==> src/rtl/peak_result_streamer.sv <==
// peak_result_streamer
// Streams the per-pixel peak bins of each completed histogram frame, one
// pixel per beat, over a valid/ready interface.
// Two frames are buffered: the active frame being streamed and one pending
// frame. A frame that arrives while both are occupied is dropped and flagged.
// The histogram builder is never stalled.
// Optional feature: define PEAK_STREAM_FRAME_TAG_EN to add the frameTag[7:0]
// output. Each captured frame is tagged with a wrapping 8-bit sequence number.
module peak_result_streamer #(
    parameter  int NP        = 10,
    parameter  int PIXEL_NUM = 3,
    localparam int IDX_W     = (PIXEL_NUM > 1) ? $clog2(PIXEL_NUM) : 1
) (
    input  logic                    clk,
    input  logic                    res,
    input  logic                    peakValid,
    input  logic [NP*PIXEL_NUM-1:0] peakIn,
    input  logic                    outReady,
    output logic                    outValid,
    output logic [NP-1:0]           outData,
    output logic [IDX_W-1:0]        outPixelIdx,
    output logic                    outLast,
    output logic                    overrunErr,
    input  logic                    clrErr,
    output logic [7:0]              dropCnt
`ifdef PEAK_STREAM_FRAME_TAG_EN
    ,
    output logic [7:0]              frameTag
`endif
);

    // With a single pixel per frame, the first beat is also the last beat.
    localparam logic FIRST_IS_LAST = (PIXEL_NUM == 1);

    typedef enum logic {
        S_IDLE,
        S_SEND
    } state_t;

    state_t                  r_state;
    logic [NP*PIXEL_NUM-1:0] r_active;
    logic [NP*PIXEL_NUM-1:0] r_pend;
    logic                    r_pend_full;
    logic                    r_out_valid;
    logic [NP-1:0]           r_out_data;
    logic [IDX_W-1:0]        r_out_idx;
    logic                    r_out_last;
    logic                    r_err;
    logic [7:0]              r_drop_cnt;

    logic                    w_accept;
    logic                    w_last_acc;
    logic                    w_drop;
    logic [IDX_W-1:0]        w_idx_next;
    logic [NP-1:0]           w_next_pix;
    logic [NP-1:0]           w_active_pix [PIXEL_NUM];

    // A beat leaves when valid meets ready. The frame completes when that beat is the last one.
    assign w_accept   = r_out_valid & outReady;
    assign w_last_acc = w_accept & r_out_last;
    assign w_idx_next = r_out_idx + IDX_W'(1);

    // A drop happens only when both buffers stay occupied through this edge.
    assign w_drop = peakValid & (r_state == S_SEND) & ~w_last_acc & r_pend_full;

    // Split the active frame into per-pixel words for beat selection.
    generate
        for (genvar gi = 0; gi < PIXEL_NUM; gi++) begin : g_pix
            assign w_active_pix[gi] = r_active[gi*NP +: NP];
        end
    endgenerate

    // Pick the pixel that follows the one currently presented.
    always_comb begin
        w_next_pix = '0;
        for (int p = 0; p < PIXEL_NUM; p++) begin
            if (w_idx_next == IDX_W'(p)) begin
                w_next_pix = w_active_pix[p];
            end
        end
    end

    // Stream FSM: frame capture, pending promotion and registered beat outputs.
    always_ff @(posedge clk or posedge res) begin
        if (res) begin
            r_state     <= S_IDLE;
            r_active    <= '0;
            r_pend      <= '0;
            r_pend_full <= 1'b0;
            r_out_valid <= 1'b0;
            r_out_data  <= '0;
            r_out_idx   <= '0;
            r_out_last  <= 1'b0;
        end else begin
            case (r_state)
                S_IDLE: begin
                    if (peakValid) begin
                        r_active    <= peakIn;
                        r_out_valid <= 1'b1;
                        r_out_data  <= peakIn[NP-1:0];
                        r_out_idx   <= '0;
                        r_out_last  <= FIRST_IS_LAST;
                        r_state     <= S_SEND;
                    end
                end
                S_SEND: begin
                    if (w_last_acc) begin
                        if (r_pend_full) begin
                            // Promote pending with no bubble. A same-edge frame refills pending.
                            r_active    <= r_pend;
                            r_out_data  <= r_pend[NP-1:0];
                            r_out_idx   <= '0;
                            r_out_last  <= FIRST_IS_LAST;
                            r_pend_full <= peakValid;
                            if (peakValid) begin
                                r_pend <= peakIn;
                            end
                        end else if (peakValid) begin
                            // The new frame goes straight into active, back to back.
                            r_active   <= peakIn;
                            r_out_data <= peakIn[NP-1:0];
                            r_out_idx  <= '0;
                            r_out_last <= FIRST_IS_LAST;
                        end else begin
                            r_out_valid <= 1'b0;
                            r_out_data  <= '0;
                            r_out_idx   <= '0;
                            r_out_last  <= 1'b0;
                            r_state     <= S_IDLE;
                        end
                    end else begin
                        if (w_accept) begin
                            r_out_idx  <= w_idx_next;
                            r_out_data <= w_next_pix;
                            r_out_last <= (w_idx_next == IDX_W'(PIXEL_NUM - 1));
                        end
                        if (peakValid && !r_pend_full) begin
                            r_pend      <= peakIn;
                            r_pend_full <= 1'b1;
                        end
                    end
                end
                default: begin
                    r_state <= S_IDLE;
                end
            endcase
        end
    end

    // Overrun tracking: the flag is sticky and the drop count saturates. A drop beats a simultaneous clear.
    always_ff @(posedge clk or posedge res) begin
        if (res) begin
            r_err      <= 1'b0;
            r_drop_cnt <= '0;
        end else if (w_drop) begin
            r_err <= 1'b1;
            if (clrErr) begin
                r_drop_cnt <= 8'd1;
            end else if (r_drop_cnt != 8'hFF) begin
                r_drop_cnt <= r_drop_cnt + 8'd1;
            end
        end else if (clrErr) begin
            r_err      <= 1'b0;
            r_drop_cnt <= '0;
        end
    end

`ifdef PEAK_STREAM_FRAME_TAG_EN
    logic [7:0] r_tag_ctr;
    logic [7:0] r_active_tag;
    logic [7:0] r_pend_tag;
    logic       w_cap_direct;
    logic       w_cap_pend;
    logic       w_promote;

    // Tags follow each frame through the buffers. Only captured frames consume a tag.
    assign w_cap_direct = peakValid & ((r_state == S_IDLE) | (w_last_acc & ~r_pend_full));
    assign w_promote    = w_last_acc & r_pend_full;
    assign w_cap_pend   = peakValid & (w_promote |
                          ((r_state == S_SEND) & ~w_last_acc & ~r_pend_full));

    // Frame tag bookkeeping for active and pending frames.
    always_ff @(posedge clk or posedge res) begin
        if (res) begin
            r_tag_ctr    <= '0;
            r_active_tag <= '0;
            r_pend_tag   <= '0;
        end else begin
            if (w_cap_direct || w_cap_pend) begin
                r_tag_ctr <= r_tag_ctr + 8'd1;
            end
            if (w_cap_direct) begin
                r_active_tag <= r_tag_ctr;
            end else if (w_promote) begin
                r_active_tag <= r_pend_tag;
            end
            if (w_cap_pend) begin
                r_pend_tag <= r_tag_ctr;
            end
        end
    end

    assign frameTag = r_active_tag;
`endif

    assign outValid    = r_out_valid;
    assign outData     = r_out_data;
    assign outPixelIdx = r_out_idx;
    assign outLast     = r_out_last;
    assign overrunErr  = r_err;
    assign dropCnt     = r_drop_cnt;

endmodule

==> config.mk <==
export PLATFORM = sky130hd
export DESIGN_NAME = peak_result_streamer
export DESIGN_NICKNAME = d
export VERILOG_FILES = /design/src/rtl/peak_result_streamer.sv
export SDC_FILE = /design/constraint.sdc
export NUM_CORES = 1
export LEC_CHECK = 0
export CAP_MARGIN = 25
export CORE_ASPECT_RATIO = 1.2
export CORE_MARGIN = 2
export CORE_UTILIZATION = 59
export DETAILED_ROUTE_END_ITERATION = 12
export PLACE_DENSITY_LB_ADDON = 0.12
export SLEW_MARGIN = 5
export SYNTH_ARGS = -nofsm -noshare
export SYNTH_HDL_FRONTEND = slang
export SYNTH_SLANG_ARGS = --single-unit
==> constraint.sdc <==
create_clock -name clk -period 8.11 [get_ports clk]
set_clock_uncertainty 0.1 [all_clocks]
set_input_delay 2.0275 -clock clk [delete_from_list [all_inputs] [get_ports clk]]
set_output_delay 2.0275 -clock clk [all_outputs]
set_load 0.05 [all_outputs]
# Yosys cells after proc, flatten, opt, wreduce, memory -nomap -nowiden
# Cells that the tools add are included.
# totals
register_bits	85
latchBits	0
mem_bits_rw	0
rom_bits	0
inputBits	35
out_inout_bits	23
word_cells	83
n_memories	0
# classes
n_addsub	2
n_mul	0
div_mod_pow	0
magnitude_cmp	0
n_eq_ne	10
n_shift	0
n_mux	43
n_bitwise	7
reduce_logical	11
# ops
cell	count
two-way mux 30 bit	7
two-way mux 10 bit	8
one-hot mux 30 bit (2 select lines)	1
two-way mux 8 bit	4
one-hot mux 10 bit (2 select lines)	1
two-way mux 1 bit	15
!= test 2 bit, second input constant	5
adder 8 x 1 -> 8 bit, second input constant	1
!= test 8 bit, second input constant	1
AND reduction 4 bit	2
two-way mux 2 bit	3
one-hot mux 1 bit (2 select lines)	3
AND reduction 2 bit	3
nonzero test 2 bit	3
AND 1 bit	5
one-hot mux 2 bit (2 select lines)	1
!= test 3 x 1 -> 1 bit, second input constant	1
adder 2 x 1 -> 2 bit, second input constant	1
equality test 2 x 1 -> 1 bit, second input constant	1
equality test 2 bit, second input constant	1
logical NOT 2 bit	1
!= test 2 x 1 -> 1 bit, second input constant	1
inverter 1 bit	2
logical AND 1 bit	1
logical NOT 1 bit	1

# Longest topological paths before layout
# logic_depth
word_depth	8
mapped_depth	7
mapped_depth_nobuf	6

# Worst setup path after synthesis
# OpenSTA, ideal clock, no wires.
# synth_timing
path_type	input to register
from	input port peakValid
to	register r_drop_cnt[5] (netlist: dropCnt[5])
setup_time_ps	78
arrival_time_ps	3043
required_time_ps	7932
path_slack_ps	4889
path_stages	5
path_buffers	1
path_cell_list	buf_4 and3_2 nand2_2 or4_1 a21oi_1
# synth_via
elab_chain_cells	5
word_cells_on_any_way	6
classes_between	mux (1); bitwise (3); reduce/logical (2)
# synth_rtl
element	line	text
from (decl)	16	input logic peakValid,
AND 1 bit (*) (3 in a row)	64	assign w_drop = peakValid & (r_state == S_SEND) & ~w_last_acc & r_pend_full;
nonzero test 2 bit (no line)	--	
AND reduction 2 bit (no line)	--	
to (signal assigned)	160	r_drop_cnt <= r_drop_cnt + 8'd1;
to (decl)	49	logic [7:0] r_drop_cnt;
# Every way passes the cells marked *; elsewhere a longest branch is shown, timed or not.
# A chain may end at the register's enable or synchronous reset.

# Worst setup path after layout
# layout_timing
from	input port peakValid
to	register r_out_idx[0] (netlist: outPixelIdx[0])
# layout_via
elab_chain_cells	2
# layout_rtl
element	line	text
!= test 2 bit (no line)	--	
AND reduction 2 bit (no line)	--	
to (signal assigned)	133	r_out_idx <= w_idx_next;
to (decl)	46	logic [IDX_W-1:0] r_out_idx;
# No other way between the ends.

==> impl_results.md <==
* Count of final setup violators at 0
* Most frequent cells in the layout: dfrtp_1 (85), clkdlybuf4s50_1 (57), a21oi_1 (48)
* Drt pass-1 iters at 4
* Placed cell area at between 4000 and 5000 sq um
* Inst Count DP at between 500 and 600
* Final period util at 0.5320
* Layout area overhead at 18.47%
* Largest net degree at the start of global routing at 64
* Leading post-synthesis cells by cell area: dfrtp_1 (51%), mux2_4 (11%), a21oi_1 (5.8%), o22ai_1 (4.5%), nand2_1 (3.5%)
* R2R depth at 4
* Initial Util at 0.6117
* Worst slew margin at 0.3168
* IO Pins at a little under 60
* Root buf cell: clkbuf_8
* Max-Cap Viols at 0
* GRT overflow at 0
* Vias per inst at roughly 6.2
* RSZ-0062 raised after global routing: false
* Status: completed
* Hold WC Path Type: flop to flop
* Post-Route WL at 10010 microns
* Post-CTS setup buffers at 0
* Nets at 480
* Fraction of layout instances using a drive strength above 1 at 0.1278
* Antenna Nets Post-Route at 0
* Worst VDD drop at roughly 0.00016 V
* Yosys top cell area share at 0.5073
* Setup_tns at 0 ns
* Wirelength per Cell at approximately 19 microns
* Core Util, Final at 0.7247
* Resized cells post-CTS at 0
* Crit Path Max Fanout at 18
* Cell area after layout at approximately 5000 sq um
* DRC viols at 0
* Vias in the first global route at about 3.2k
* Syn Nets at 440
* Hold depth at 2
* Mapped cell area at ~4200 sq um
* #FFs+latches synth at 85
* Post-synth top area cell: dfrtp_1
* CTS max path bufs at 2
* Initial DRC count at 301
* Post-synth EDFFs at 0
* Setup Crit Path Kind: input port to flop
* CORE AREA at 6854 sq um
* CTS Sinks at 85
* Clock Pin Slew Worst Setup and Hold Paths at 0.08 ns
* CTS tree: done
* Power per cell area at roughly 270 nW/um^2
* Seq/Total Area, Yosys at 0.5073
* Critical Path Start Type: input port
* Die Ht at 96.35 microns
* # H-tree levels at 3
* Minimum clock period at approximately 4.3 ns
* Ys Warns at 0
* Netlist cell types at 40
* Hold-fix buffers at CTS at 0
* Ys async rst share at 1.000
* Synth Area per Inst at 10.46 sq um
* Diode count at 0
* Final Max Tran Viols at 0
* Total vias in the final route at 3309
* Routability cong. at 0.8325
* Skew-Pair Late Insertion Delay at ~0.36 ns
* Total GRT Usage at 0.2751
* Crit. End Element: flop
* Input/output buffers at 57
* Crit path DAT at between 4 and 5 ns
* FMAX at 231.8 MHz
* Cells after Synth at about 400
* Total CTS buffers at 9
* Die W at around 81 microns
* FP Rows at 33
* Cell leakage power at just over 0.002 uW
* DIE AREA at a little under 8000 sq um
* Final non-filler cell total at between 500 and 600
* Dpl hpwl at around 6400 microns
* Most common cell after layout, fill and taps aside: dfrtp_1
* WP data required at approximately 8.3 ns
* Ys flop type: dfrtp_1
* Initial antenna violation count at 0
* Tot Pwr at 1354 uW
* Hold Vio Cnt, Final at 0
* Worst-margin pin slew at slightly above 1 ns
* First-pass GRT wire length at ~16000 microns
==> registers in the layout (all words and copies together), names as in the netlist <==
name,cells
outLast,1
outData,10
dropCnt,8
outValid,1
r_pend,30
r_active,30
overrunErr,1
r_pend_full,1
r_state,1
outPixelIdx,2
==> metrics by stage <==
| step | hold WS (ns) | setup slack (ns) |
|---|---|---|
| 6_report | 0.3950 | 3.796 |
| 5_1_grt | 0.4281 | 3.596 |
| 4_1_cts | 0.3995 | 3.838 |
| 3_5_place_dp | 0.3813 | 3.454 |
| 3_3_place_gp | 0.3714 | 3.489 |
| 2_1_floorplan | 0.3823 | 3.789 |
==> logic make-up after synthesis <==
family / share of synthesized area
multiplexers: 0.1125
XOR/XNOR: 0.002089
flip-flops: 0.5073
AO/OA/AOI/OAI: 0.1979
adder cells (fa/ha/maj): 0.01194
AND/OR/NAND/NOR: 0.1241
buffers and inverters: 0.04416
==> critical path, cell delays in order <==
cell and delay [ns]:
clkdlybuf4s50_1 0.91, nor2b_1 0.74, nor2_1 0.41, mux2_2 0.36
==> cells in the mapped netlist (5+ instances only) <==
library cell / n
o22ai_1: 30
a21oi_1: 49
a221o_1: 10
a32oi_1: 10
buf_2: 10
nand2_1: 39
o21ai_0: 14
buf_1: 6
nand2b_1: 10
dfrtp_1: 85
inv_1: 5
mux2_4: 30
clkbuf_1: 12
o211ai_1: 11
nor2_1: 34
==> layout make-up <==
cell class                      instances  area [sq um]
Timing Repair Buffer                   62         648.1
Clock buffer                           13         158.9
Fill cell                             534          1887
Sequential cell                        85          2127
Multi-Input combinational cell        278          1884
Inverter                                5         20.02
Tap cell                               87         108.9
Clock inverter                          3         20.02
==> worst paths after layout <==
| kind | from | end | slack [ns] |
|---|---|---|---|
| setup / recovery | peakValid | outPixelIdx[0]$_DFFE_PP0P_ | 3.80 |
| hold / removal | outData[2]$_DFFE_PP0P_ | outData[2]$_DFFE_PP0P_ | 0.40 |
| setup reg to reg | r_pend_full$_DFFE_PP0P_ | r_active[22]$_DFFE_PP0P_ | 5.39 |
| hold reg to reg | outData[2]$_DFFE_PP0P_ | outData[2]$_DFFE_PP0P_ | 0.40 |
| max in group asynchronous | res | r_pend[2]$_DFFE_PP0P_ | 5.38 |
| min in group asynchronous | res | dropCnt[0]$_DFFE_PP0P_ | 1.93 |
==> routing by layer <==
layer	track usage	wire [microns]	vias up
met4	0.1215	239	0
met5	0	0	-
met1	0.3603	4227	1630
li1	-	-	1550
met2	0.4435	4958	113
met3	0.05535	582	16
==> power by group <==
| group | switching (uW) | internal (uW) | total, uW | leakage (uW) |
|---|---|---|---|---|
| Combinational | 252 | 222 | 474 | 0.000926 |
| Clock | 149 | 128 | 277 | 0.0000857 |
| Sequential | 76.4 | 527 | 603 | 0.00105 |
Note: power is estimated with default switching activity, not from simulation.
